File: config.mk
export PLATFORM = sky130hd
export DESIGN_NAME = fft_seq_ctrl
export DESIGN_NICKNAME = d
export VERILOG_FILES = /design/src/rtl/fft_pkg.sv /design/src/rtl/fft_bf_addr_gen.sv /design/src/rtl/fft_seq_ctrl.sv
export SDC_FILE = /design/constraint.sdc
export NUM_CORES = 1
export LEC_CHECK = 0
export CELL_PAD_IN_SITES_DETAIL_PLACEMENT = 1
export CELL_PAD_IN_SITES_GLOBAL_PLACEMENT = 2
export CORE_UTILIZATION = 29
export DETAILED_ROUTE_END_ITERATION = 6
export GPL_TIMING_DRIVEN = 0
export MAX_ROUTING_LAYER = met4
export PLACE_DENSITY = 0.77
export SLEW_MARGIN = 20
export SYNTH_ARGS = -nofsm -noshare
export SYNTH_HDL_FRONTEND = slang
export SYNTH_HIERARCHICAL = 1
export SYNTH_SLANG_ARGS = --single-unit
File: constraint.sdc
create_clock -name clk -period 2.8 [get_ports clk]
set_input_delay 0.7 -clock clk [delete_from_list [all_inputs] [get_ports clk]]
set_output_delay 0.7 -clock clk [all_outputs]
set_load 0.01 [all_outputs]
File: src/rtl/fft_pkg.sv
// Shared definitions for the memory-based radix-2 DIT FFT sequencer.
package fft_pkg;

    localparam int LOG2N_DEF = 4;
    localparam int N_DEF     = 1 << LOG2N_DEF;

    typedef enum logic [2:0] {
        IDLE        = 3'd0,
        LOAD        = 3'd1,
        CALC        = 3'd2,
        STAGE_DRAIN = 3'd3,
        UNLOAD      = 3'd4,
        DONE        = 3'd5
    } fft_state_t;

    // Reverses the low w bits of v. Bits at position w and above come back as zero.
    function automatic logic [15:0] bitrev(input logic [15:0] v, input int w);
        logic [15:0] r;
        r = '0;
        for (int b = 0; b < 16; b++) begin
            if (b < w) r[b] = v[w-1-b];
        end
        return r;
    endfunction

endpackage

File: src/rtl/fft_bf_addr_gen.sv
// Butterfly address generator: maps stage s and butterfly index k to the two
// RAM leg addresses and the twiddle ROM address. Purely combinational.
module fft_bf_addr_gen #(
    parameter int LOG2N = 4
) (
    input  logic [LOG2N-1:0] s,
    input  logic [LOG2N-2:0] k,
    output logic [LOG2N-1:0] addr_a,
    output logic [LOG2N-1:0] addr_b,
    output logic [LOG2N-2:0] tw
);

    logic [LOG2N-1:0] kx;
    logic [LOG2N-1:0] half;
    logic [LOG2N-1:0] pos;
    logic [LOG2N-1:0] tw_shift;

    assign kx       = {1'b0, k};
    assign half     = LOG2N'(1) << s;
    assign pos      = kx & (half - LOG2N'(1));
    assign tw_shift = LOG2N'(LOG2N - 1) - s;

    // Group base is (k / half) * 2 * half; the leg offset within the group is pos.
    assign addr_a = (((kx >> s) << s) << 1) | pos;
    assign addr_b = addr_a + half;

    // pos < half <= N/2, so it always fits the narrower ROM address.
    assign tw = pos[LOG2N-2:0] << tw_shift;

endmodule

File: src/rtl/fft_seq_ctrl.sv
// Frame sequencer for the in-place radix-2 DIT FFT core: bit-reversed load,
// LOG2N butterfly stages with a write-back drain, and natural-order unload.
//
// state       | meaning
// ------------+-----------------------------------------------------------
// IDLE        | waiting for start
// LOAD        | accepting N samples into bit-reversed RAM addresses
// CALC        | issuing N/2 butterflies of stage s, one per cycle
// STAGE_DRAIN | BF_LAT quiet cycles so the stage's last write-back lands
// UNLOAD      | presenting RAM addresses 0..N-1 to the downstream reader
// DONE        | one-cycle completion pulse
module fft_seq_ctrl
    import fft_pkg::*;
#(
    parameter int LOG2N  = LOG2N_DEF,
    parameter int BF_LAT = 2
) (
    input  logic             clk,
    input  logic             rst_n,
    input  logic             start,
    input  logic             in_valid,
    output logic             in_ready,
    output logic             ld_we,
    output logic [LOG2N-1:0] ld_addr,
    output logic             bf_en,
    output logic [LOG2N-1:0] bf_addr_a,
    output logic [LOG2N-1:0] bf_addr_b,
    output logic [LOG2N-2:0] tw_addr,
    output logic             wb_en,
    output logic [LOG2N-1:0] wb_addr_a,
    output logic [LOG2N-1:0] wb_addr_b,
    output logic [LOG2N-1:0] stage,
    output logic [LOG2N-1:0] rd_addr,
    output logic             out_valid,
    input  logic             out_ready,
    output logic             out_last,
    output logic             busy,
    output logic             done
);

    localparam logic [LOG2N-1:0] LAST_S     = LOG2N'(LOG2N - 1);
    localparam logic [2:0]       DRAIN_LOAD = 3'(BF_LAT - 1);

    fft_state_t       state;
    logic [LOG2N-1:0] i_cnt;
    logic [LOG2N-2:0] k_cnt;
    logic [LOG2N-1:0] s_cnt;
    logic [LOG2N-1:0] r_cnt;
    logic [2:0]       drain_cnt;

    logic [15:0]      ld_rev;
    logic             unused_rev;
    logic [LOG2N-1:0] gen_a;
    logic [LOG2N-1:0] gen_b;
    logic [LOG2N-2:0] gen_tw;

    logic             dl_en [BF_LAT];
    logic [LOG2N-1:0] dl_a  [BF_LAT];
    logic [LOG2N-1:0] dl_b  [BF_LAT];

    fft_bf_addr_gen #(
        .LOG2N (LOG2N)
    ) u_addr_gen (
        .s      (s_cnt),
        .k      (k_cnt),
        .addr_a (gen_a),
        .addr_b (gen_b),
        .tw     (gen_tw)
    );

    assign ld_rev     = bitrev(16'(i_cnt), LOG2N);
    assign unused_rev = ^ld_rev[15:LOG2N];
    assign ld_addr    = ld_rev[LOG2N-1:0];
    assign ld_we      = in_valid & in_ready;

    // Butterfly addresses are forced to zero whenever no butterfly is issued,
    // so the RAM/ROM ports and the write-back line stay quiet between stages.
    assign bf_addr_a = bf_en ? gen_a  : '0;
    assign bf_addr_b = bf_en ? gen_b  : '0;
    assign tw_addr   = bf_en ? gen_tw : '0;

    assign stage    = s_cnt;
    assign rd_addr  = r_cnt;
    assign out_last = out_valid & (r_cnt == '1);

    assign wb_en     = dl_en[BF_LAT-1];
    assign wb_addr_a = dl_a[BF_LAT-1];
    assign wb_addr_b = dl_b[BF_LAT-1];

    // Frame sequencing FSM with registered handshake and status outputs.
    always_ff @(posedge clk or negedge rst_n) begin
        if (!rst_n) begin
            state     <= IDLE;
            i_cnt     <= '0;
            k_cnt     <= '0;
            s_cnt     <= '0;
            r_cnt     <= '0;
            drain_cnt <= '0;
            in_ready  <= 1'b0;
            bf_en     <= 1'b0;
            out_valid <= 1'b0;
            busy      <= 1'b0;
            done      <= 1'b0;
        end else begin
            case (state)
                IDLE: begin
                    if (start) begin
                        state    <= LOAD;
                        i_cnt    <= '0;
                        in_ready <= 1'b1;
                        busy     <= 1'b1;
                    end
                end
                LOAD: begin
                    if (in_valid) begin
                        if (i_cnt == '1) begin
                            state    <= CALC;
                            i_cnt    <= '0;
                            in_ready <= 1'b0;
                            bf_en    <= 1'b1;
                            s_cnt    <= '0;
                            k_cnt    <= '0;
                        end else begin
                            i_cnt <= i_cnt + 1'b1;
                        end
                    end
                end
                CALC: begin
                    if (k_cnt == '1) begin
                        state     <= STAGE_DRAIN;
                        bf_en     <= 1'b0;
                        drain_cnt <= DRAIN_LOAD;
                    end else begin
                        k_cnt <= k_cnt + 1'b1;
                    end
                end
                STAGE_DRAIN: begin
                    if (drain_cnt == '0) begin
                        k_cnt <= '0;
                        if (s_cnt == LAST_S) begin
                            state     <= UNLOAD;
                            s_cnt     <= '0;
                            r_cnt     <= '0;
                            out_valid <= 1'b1;
                        end else begin
                            state <= CALC;
                            s_cnt <= s_cnt + 1'b1;
                            bf_en <= 1'b1;
                        end
                    end else begin
                        drain_cnt <= drain_cnt - 1'b1;
                    end
                end
                UNLOAD: begin
                    if (out_ready) begin
                        if (r_cnt == '1) begin
                            state     <= DONE;
                            r_cnt     <= '0;
                            out_valid <= 1'b0;
                            done      <= 1'b1;
                        end else begin
                            r_cnt <= r_cnt + 1'b1;
                        end
                    end
                end
                DONE: begin
                    state <= IDLE;
                    done  <= 1'b0;
                    busy  <= 1'b0;
                end
                default: begin
                    state     <= IDLE;
                    in_ready  <= 1'b0;
                    bf_en     <= 1'b0;
                    out_valid <= 1'b0;
                    busy      <= 1'b0;
                    done      <= 1'b0;
                end
            endcase
        end
    end

    // Write-back delay line; free-running so late write-backs still land after
    // CALC ends, cleared only by reset so an aborted frame leaves nothing behind.
    always_ff @(posedge clk or negedge rst_n) begin
        if (!rst_n) begin
            for (int j = 0; j < BF_LAT; j++) begin
                dl_en[j] <= 1'b0;
                dl_a[j]  <= '0;
                dl_b[j]  <= '0;
            end
        end else begin
            dl_en[0] <= bf_en;
            dl_a[0]  <= bf_addr_a;
            dl_b[0]  <= bf_addr_b;
            for (int j = 1; j < BF_LAT; j++) begin
                dl_en[j] <= dl_en[j-1];
                dl_a[j]  <= dl_a[j-1];
                dl_b[j]  <= dl_b[j-1];
            end
        end
    end

endmodule

======== Yosys cells after proc, flatten, opt, wreduce, memory -nomap -nowiden ========
Cells that the tools add are included.
storage, ports and cells
  RAM bits ................................ 0
  bits in latches ......................... 0
  input port bits ......................... 5
  register bits ........................... 44
  word-level logic and storage cells ...... 134
  output and inout port bits .............. 39
  bits in read-only memories .............. 0
  memories kept ........................... 0
cells by class
  shifts and indexed selects .............. 4
  multipliers ............................. 0
  bitwise logic cells ..................... 9
  order comparisons ....................... 0
  eq/ne operators ......................... 20
  $add $sub $neg .......................... 8
  multiplexer cells ....................... 53
  reductions and logical operators ........ 23
  divide/modulo/power cells ............... 0
operators with widths
  operator                                                          number
  4-bit two-way mux                                                 13
  3-bit two-way mux                                                 15
  4-bit case mux with 2 select lines                                3
  2-bit inequality test (second input constant)                     11
  4-bit OR reduction                                                4
  3-bit case mux with 5 select lines                                1
  1-bit two-way mux                                                 14
  4-bit by 1-bit adder with 4-bit output (second input constant)    3
  4-bit AND reduction                                               3
  5-bit AND reduction                                               2
  3-bit == test (second input constant)                             3
  3-bit case mux with 3 select lines                                1
  3-bit AND reduction                                               3
  4-bit == test (second input constant)                             2
  2-bit nonzero test                                                4
  7-bit AND reduction                                               1
  3-bit by 2-bit == test with 1-bit output (second input constant)  2
  3-bit logical NOT                                                 2
  1-bit case mux with 3 select lines                                2
  3-bit case mux with 2 select lines                                1
  6-bit AND reduction                                               1
  1-bit inverter                                                    5
  4-bit adder                                                       1
  3-bit by 4-bit AND with 4-bit output                              1
  17 further kinds                                                  19

======== Depth between registers and ports, before layout ========
Gate-level depths: netlist of run 1.
  word-level depth ........................ 6
  depth in mapped cells ................... 11
  depth with buffers taken out ............ 10

======== Hierarchy ========
The synthesis of run 1 kept the hierarchy.
by module, submodules not included
  module           area an instance (um2)  cells an instance  sequential area each (um2)  instances
  fft_seq_ctrl     2092.0                  196                1101.1                      1
  fft_bf_addr_gen  285.3                   38                 0.0                         1

======== Worst setup path before layout of run 1 ========
OpenSTA, ideal clock, no wires.
  path type ............................... reg-to-output
  from .................................... register s_cnt[1], in the netlist stage[1]
  to ...................................... output port bf_addr_b[3]
  data required time ...................... 2.100 ns
  buffers on the path ..................... 1
  stages on the path, launching flop included .. 12
  slack ................................... -0.234 ns
  arrival ................................. 2.334 ns
  path through ............................ dfrtp_1 > buf_4 > nor4_4 > inv_1 > ha_1 > nand2_1 > a21boi_0 > o221ai_1 > ha_1 > a21oi_1 > xnor2_1 > and2_1
on the way
  word-level cells in the longest chain between the ends .. 6
  elaborated cells on any way between the ends .. 8
  those cells by class .................... add/sub (2); shift (3); mux (1); bitwise (2)
ends and longest elaborated chain
  element                                      RTL line               RTL
  start, declared                              fft_seq_ctrl.sv:47     logic [LOG2N-1:0] s_cnt;
  start signal, assigned                       fft_seq_ctrl.sv:147    s_cnt <= s_cnt + 1'b1;
  1-bit by 4-bit << shifter with 4-bit output  fft_bf_addr_gen.sv:19  assign half = LOG2N'(1) << s;
  4-bit by 1-bit subtractor with 4-bit output  fft_bf_addr_gen.sv:20  assign pos = kx & (half - LOG2N'(1));
  3-bit by 4-bit AND with 4-bit output         fft_bf_addr_gen.sv:20
  4-bit OR (*)                                 fft_bf_addr_gen.sv:24  assign addr_a = (((kx >> s) << s) << 1) | pos;
  named net gen_a[2]                           fft_seq_ctrl.sv:53     logic [LOG2N-1:0] gen_a;
  4-bit adder (*)                              fft_bf_addr_gen.sv:25  assign addr_b = addr_a + half;
  named net gen_b[3]                           fft_seq_ctrl.sv:54     logic [LOG2N-1:0] gen_b;
  4-bit two-way mux (*)                        fft_seq_ctrl.sv:79     assign bf_addr_b = bf_en ? gen_b : '0;
  end, declared                                fft_seq_ctrl.sv:27     output logic [LOG2N-1:0] bf_addr_b,
The timed path passes the listed nets; every way through them passes the cells marked *.

======== Final worst setup path of run 1 ========
  from .................................... register s_cnt[0], in the netlist stage[0]
  to ...................................... output port bf_addr_b[3]
The elaborated chain is that of the path after synthesis.

==> metrics.cfg, run 1 <==
[sta]
hold_viol=0
post-route-period-util_pct=122
hold_ws_ns=0.308
clock_skew_ns=0.00944
slew_headroom_pct=59.8
finalMaxSlewViolations=0
rsz0062_at_grt=yes
max_freq_mhz=294
setup_violations=5
tightest_slew_ns=0.602
fin_crit_ns=3.40
setup_ws_ns=-0.604

[outcome]
outcome=finished with violations
violations=setup timing

[synth]
ys_ff_latch=44
synthesis.area_sq_um=2380
synth_edf_count=0
seq_area_frac_synth_pct=46.3
synth_fp_nets=250
yosysUniqueCellTypes=53
yosysWarnings=6
syn_inst=234
synth-main-ff-cell=dfrtp_1
syn_area_per_cell_sq_um=10.2
synthArstFlopShare_pct=100

[clock_tree]
tritoncts=yes
cts_sinks=44
clkLatencyLatePin_ns=0.30
numCtsBuffers=5
cts_buffer_depth=2
root_buffer=clkbuf_8
clkSlewWorstSetupHoldPaths_ns=0.10
cts-htree-levels=2

[place]
pre_cts_slack_ns=-0.883
port_buffers=43
place_hpwl_mm=4.26
place.gp.congestion=0.773
place_inst=380

[routing]
ant_nets=0
avgRoutedWirePerCell_um=15.0
dr.pass1.iters=4
dr.first_iter.drc_count=69
drcViolationCount=0
num_vias=1977
finalWirelength_mm=6.17
via_per_inst=4.80

[final_layout]
area_delta_synth_final_pct=39.7
final_common_cell=dfrtp_1
multi_input_area_sq_um=1180
drive_above_1_share_pct=28.1
n_antenna_cell=0
fillers=909
final_cell_mix=dfrtp_1 (40), buf_4 (32), clkdlybuf4s50_1 (32)
seq_area_sq_um=1110
fin_cells=412
finalNetCount=325

[die]
ioPinCount=44
die_area_sq_um=8560
num_rows=32
die_x_um=92.5
coreArea_sq_um=7850
initial_utilization_pct=30.3
chipHeight_um=92.5

[global_routing]
grt_use_total_pct=15.4
grt_use_met1_pct=19.9
grt_start_max_net_pins=31
grt.met2_usage_pct=25.2
antenna_found_initial=0
grt_pass1_vias=2007
top_usage_layer=met2
gr-total-overflow=0
use_met3_pct=2.30
grt_pass1_wl_mm=10.1

[setup_path]
cp.required_ns=2.10
rr_worst_depth=13
crit_type=reg -> out
end_kind=output pin
timing.critical_path.arrival_ns=2.70
critPathMaxFanout=3
startpoint_type=flop

[pwr]
switching_share_pct=36.2
vdd.ir_drop.worst_uv=340
pwr-share-seq_pct=31.9
p_total_mw=3.09
p_leak_nw=1.51
p_per_area_nw_per_um2=930
internal_power_mw=1.97
p_comb_share_pct=51.2
p_switching_mw=1.12
clockPowerShare_pct=16.9

[job]
drv_cap=0

[hold_path]
min_path_type=in -> async

-- cells in the mapped netlist (3+ instances only) --
library cell | n | area share, %
ha_1 | 10 | 5.3
nand3_1 | 7 | 1.5
a21oi_1 | 9 | 1.9
dfrtp_1 | 44 | 46
nor3b_1 | 4 | 1.3
a41oi_1 | 3 | 1.1
o21ai_0 | 18 | 3.8
nand2_1 | 23 | 3.6
nor3_1 | 4 | 0.84
nor2b_1 | 7 | 1.8
and3_1 | 4 | 1.1
nor2_1 | 8 | 1.3
inv_1 | 12 | 1.9
and2_1 | 13 | 3.4
buf_4 | 11 | 3.5
a31oi_1 | 4 | 1.1
mux2i_1 | 5 | 2.1
o31ai_1 | 4 | 1.3
buf_2 | 3 | 0.63
-- worst max-delay path, cell delays in order (launching register included) --
cell      delay (ns)
dfrtp_2         0.43
buf_6           0.13
buf_4           0.13
nand3b_1        0.14
ha_4            0.17
nand2_2         0.05
a21boi_2        0.16
o221ai_2        0.24
ha_1            0.30
buf_6           0.13
a21oi_4         0.14
xnor2_2         0.12
and2_4          0.16
buf_6           0.09
-- final cells by class --
class | instances | area share [%]
multi-input combinational | 161 | 35.6
sequential | 44 | 33.3
timing repair buffer | 69 | 19.0
tap | 102 | 3.84
buffer | 16 | 3.50
clock buffer | 5 | 2.07
clock inverter | 3 | 1.39
inverter | 12 | 1.36
-- power by group through the flow --
stage	combinational, mW	clock [mW]	sequential [mW]
floorplan	0.754	0	0.995
global placement	1.26	0	1.01
detailed placement	1.29	0	1.02
CTS	1.51	0.542	0.986
global route	1.73	0.553	1.01
finish	1.58	0.522	0.984
-- per-stage QoR --
step                      TNS, ns  utilization (%)  area [sq um]
final                       -1.93             42.3          3320
after CTS                   -1.83             41.6          3260
after global routing        -2.59             42.3          3320
after global placement     -13.38             37.7          2960
after floorplan            -0.148                -          2400
after detailed placement    -3.71             37.9          2970
-- state kept, by name, indices dropped and copies added, names as in the netlist, 3 cells and up --
| register | count |
|---|---|
| dl_a | 4 |
| rd_addr | 4 |
| i_cnt | 4 |
| wb_addr_a | 4 |
| drain_cnt | 3 |
| dl_b | 4 |
| wb_addr_b | 4 |
| stage | 4 |
| k_cnt | 3 |
| state | 3 |
-- final timing paths --
| path | slack [ns] | start | to |
|---|---|---|---|
| max in group asynchronous | 2.00 | rst_n | stage[2] |
| setup reg to reg | 0.31 | stage[0] | dl_b[7] |
| hold reg to reg | 0.36 | dl_b[4] | wb_addr_b[0] |
| hold / removal | 0.31 | rst_n | i_cnt[0] |
| setup / recovery | -0.60 | stage[0] | bf_addr_b[3] |
| min in group clk | 0.36 | dl_b[4] | wb_addr_b[0] |
-- routing by layer --
metal	routed length, um	vias up
met2	3080	21
met5	0	-
met4	47	0
li1	-	965
met1	2940	989
met3	97	2
-- cells by family (layout without fill, tap and decap cells) --
group	after synthesis	after routing	share of synthesized area, %
muxes	6	6	2.58
adders and majority gates	11	11	6.11
xor gates and xnor gates	2	2	0.737
and+or+nand+nor	86	86	21.2
buffers and inverters	29	105	7.10
DFF	44	44	46.3
AOI/OAI and AO/OA	55	55	15.8
other	1	1	0.158
-- repair_timing --
| action | in CTS | in global routing |
|---|---|---|
| gates resized for setup | 45 | 8 |
| setup buffers | 22 | 6 |
| hold buffers | 0 | 0 |
| hold endpoints to repair | 0 | 0 |
| pin swaps | 10 | 8 |
| endpoints found under the setup margin | 9 | 10 |
Power figures use the tool's default switching activity.
==> run 2, diff against run 1 <==
--- a/config.mk
+++ b/config.mk
@@ -7,13 +7,12 @@
 export LEC_CHECK = 0
 export CELL_PAD_IN_SITES_DETAIL_PLACEMENT = 1
 export CELL_PAD_IN_SITES_GLOBAL_PLACEMENT = 2
-export CORE_UTILIZATION = 29
+export CORE_UTILIZATION = 30
 export DETAILED_ROUTE_END_ITERATION = 6
 export GPL_TIMING_DRIVEN = 0
 export MAX_ROUTING_LAYER = met4
-export PLACE_DENSITY = 0.77
+export PLACE_DENSITY = 0.79
 export SLEW_MARGIN = 20
 export SYNTH_ARGS = -nofsm -noshare
 export SYNTH_HDL_FRONTEND = slang
-export SYNTH_HIERARCHICAL = 1
 export SYNTH_SLANG_ARGS = --single-unit
==> metrics.cfg, run 2 <==
[die]
initial_utilization_pct=31.5
die_x_um=92.8
die_area_sq_um=8600
coreArea_sq_um=7850
chipHeight_um=92.8
ioPinCount=44
num_rows=32

[clock_tree]
cts-htree-levels=2
numCtsBuffers=5
clkLatencyLatePin_ns=0.30
cts_buffer_depth=2
root_buffer=clkbuf_8
clkSlewWorstSetupHoldPaths_ns=0.09
tritoncts=yes
cts_sinks=44

[setup_path]
cp.required_ns=2.10
path_delay_family=simple AND/OR/NAND/NOR gates
crit_type=reg -> out
worstPathCellList=or2_4 > nor3_4 > inv_2 > ha_4 > a22oi_2 > or2_4 > nand2_1 > ha_4 > a21oi_2 > xor2_1 > and2_4 > buf_6
critPathMaxFanout=4
startpoint_type=flop
timing.critical_path.arrival_ns=2.53
crit_buf_inv=2
slowest_delay_ns=0.41
end_kind=output pin
cpMaxStageDelayCell=dfrtp_2

[synth]
yosysWarnings=0
synth_common_cells=dfrtp_1 (44), nand2_1 (18), o21ai_0 (17)
seq_area_frac_synth_pct=44.6
synthesis.area_sq_um=2470
yosysUniqueCellTypes=59
syn_area_per_cell_sq_um=10.2
synth_top_cell_by_area=dfrtp_1
netlist_top_cells_area=dfrtp_1 (45%), ha_1 (6.1%), o21ai_0 (3.4%)
synth_top_area_share_pct=44.6
synth_edf_count=0
synth_fp_nets=260
syn_inst=242
synth-main-ff-cell=dfrtp_1
synthArstFlopShare_pct=100
ys_ff_latch=44
synth_most_common_cell=dfrtp_1

[sta]
hold_ws_ns=0.353
setup_ws_ns=-0.430
max_freq_mhz=310
clock_skew_ns=0.00356
post-route-period-util_pct=115
finalMaxSlewViolations=0
hold_viol=0
tightest_slew_ns=0.520
rsz0062_at_grt=yes
fin_crit_ns=3.23
setup_violations=4
slew_headroom_pct=65.2
fin_setup_tns_ns=-1.64

[global_routing]
antenna_found_initial=0
grt_use_total_pct=15.5
grt_use_met1_pct=20.6
gr-total-overflow=0
use_met3_pct=2.55
top_usage_layer=met2
grt.met2_usage_pct=24.4
grt_start_max_net_pins=27
grt_pass1_vias=2125
grt_pass1_wl_mm=10.4

[pwr]
p_leak_nw=1.43
p_per_area_nw_per_um2=1130
vdd.ir_drop.worst_uv=473

[routing]
drcViolationCount=0
num_vias=1974
dr.pass1.iters=4
avgRoutedWirePerCell_um=14.8
via_per_inst=4.91
dr.first_iter.drc_count=65
ant_nets=0
finalWirelength_mm=5.94

[hold_path]
min_path_type=in -> async

[place]
place.gp.congestion=0.756
place_hpwl_mm=4.46
port_buffers=43

[final_layout]
n_antenna_cell=0
drive_above_1_share_pct=24.3
fillers=918
area_delta_synth_final_pct=33.0
final_cell_mix=dfrtp_1 (41), clkdlybuf4s50_1 (35), nand2_1 (17)
finalNetCount=317
final_common_cell=dfrtp_1

[outcome]
violations=setup timing
outcome=finished with violations

[job]
drv_cap=0

-- run 2: cell types whose count changed after synthesis, sizes merged, moves of 4 or more --
cell / delta
and2: -6
nor3b: -4
nor2: +5
mux2i: -4
nand2: -5
nor3: +4
clkbuf: +4
-- run 2: area by class of cell --
cell class                      count  area (sq um)  area share, %
Buffer                             18           159           4.84
Clock buffer                        5          68.8           2.09
Clock inverter                      3          46.3           1.41
Inverter                           13          48.8           1.49
Multi-Input combinational cell    166          1250           38.0
Sequential cell                    44          1100           33.6
Tap cell                          102           128           3.88
Timing Repair Buffer               51           483           14.7
-- run 2: final timing paths --
check                      cells after the start  slack [ns]            to      from
setup / recovery                              12       -0.43  bf_addr_b[3]  stage[3]
hold / removal                                 1        0.35    rd_addr[1]     rst_n
setup reg to reg                              11        0.58       dl_b[7]  stage[3]
hold reg to reg                                0        0.35         wb_en  dl_en[1]
max in group asynchronous                      2        1.94  wb_addr_b[1]     rst_n
min in group clk                               0        0.35         wb_en  dl_en[1]
-- run 2: where the power goes --
group / switching (mW) / internal (mW) / total (mW)
sequential: 0.223 / 0.861 / 1.08
combinational: 0.992 / 1.15 / 2.14
clock: 0.229 / 0.269 / 0.498
total: 1.44 / 2.28 / 3.72
-- run 2: kinds of logic after synthesis --
group | Yosys count | synth area share, %
buf+inv | 32 | 8.15
compound gates | 56 | 16.2
xor+xnor | 3 | 1.06
other cells | 1 | 0.152
simple gates | 88 | 20.7
mux | 5 | 2.38
flops | 44 | 44.6
fa+ha+maj | 13 | 6.89
-- run 2: repair_timing --
action	CTS	global route
setup buffers	7	0
endpoints found under the setup margin	9	7
endpoints found under the hold margin	0	0
hold buffers	0	0
gates resized for setup	38	1
pin swaps	7	2
-- run 2: per-stage QoR --
step,std cells,utilization (%),power (mW),area (sq um),setup WS [ns]
2_1_floorplan,242,-,2.31,2520,-0.0914
3_3_place_gp,387,39.3,3.02,3080,-0.777
3_5_place_dp,388,39.4,3.07,3100,-0.812
4_1_cts,402,41.8,3.77,3280,-0.459
5_1_grt,402,41.9,4.04,3290,-0.567
6_report,402,41.9,3.72,3290,-0.430
-- run 2: layer usage --
| layer | wire, um | vias up |
|---|---|---|
| li1 | - | 963 |
| met1 | 2850 | 982 |
| met2 | 2890 | 25 |
| met3 | 145 | 4 |
| met4 | 46 | 0 |
| met5 | 0 | - |
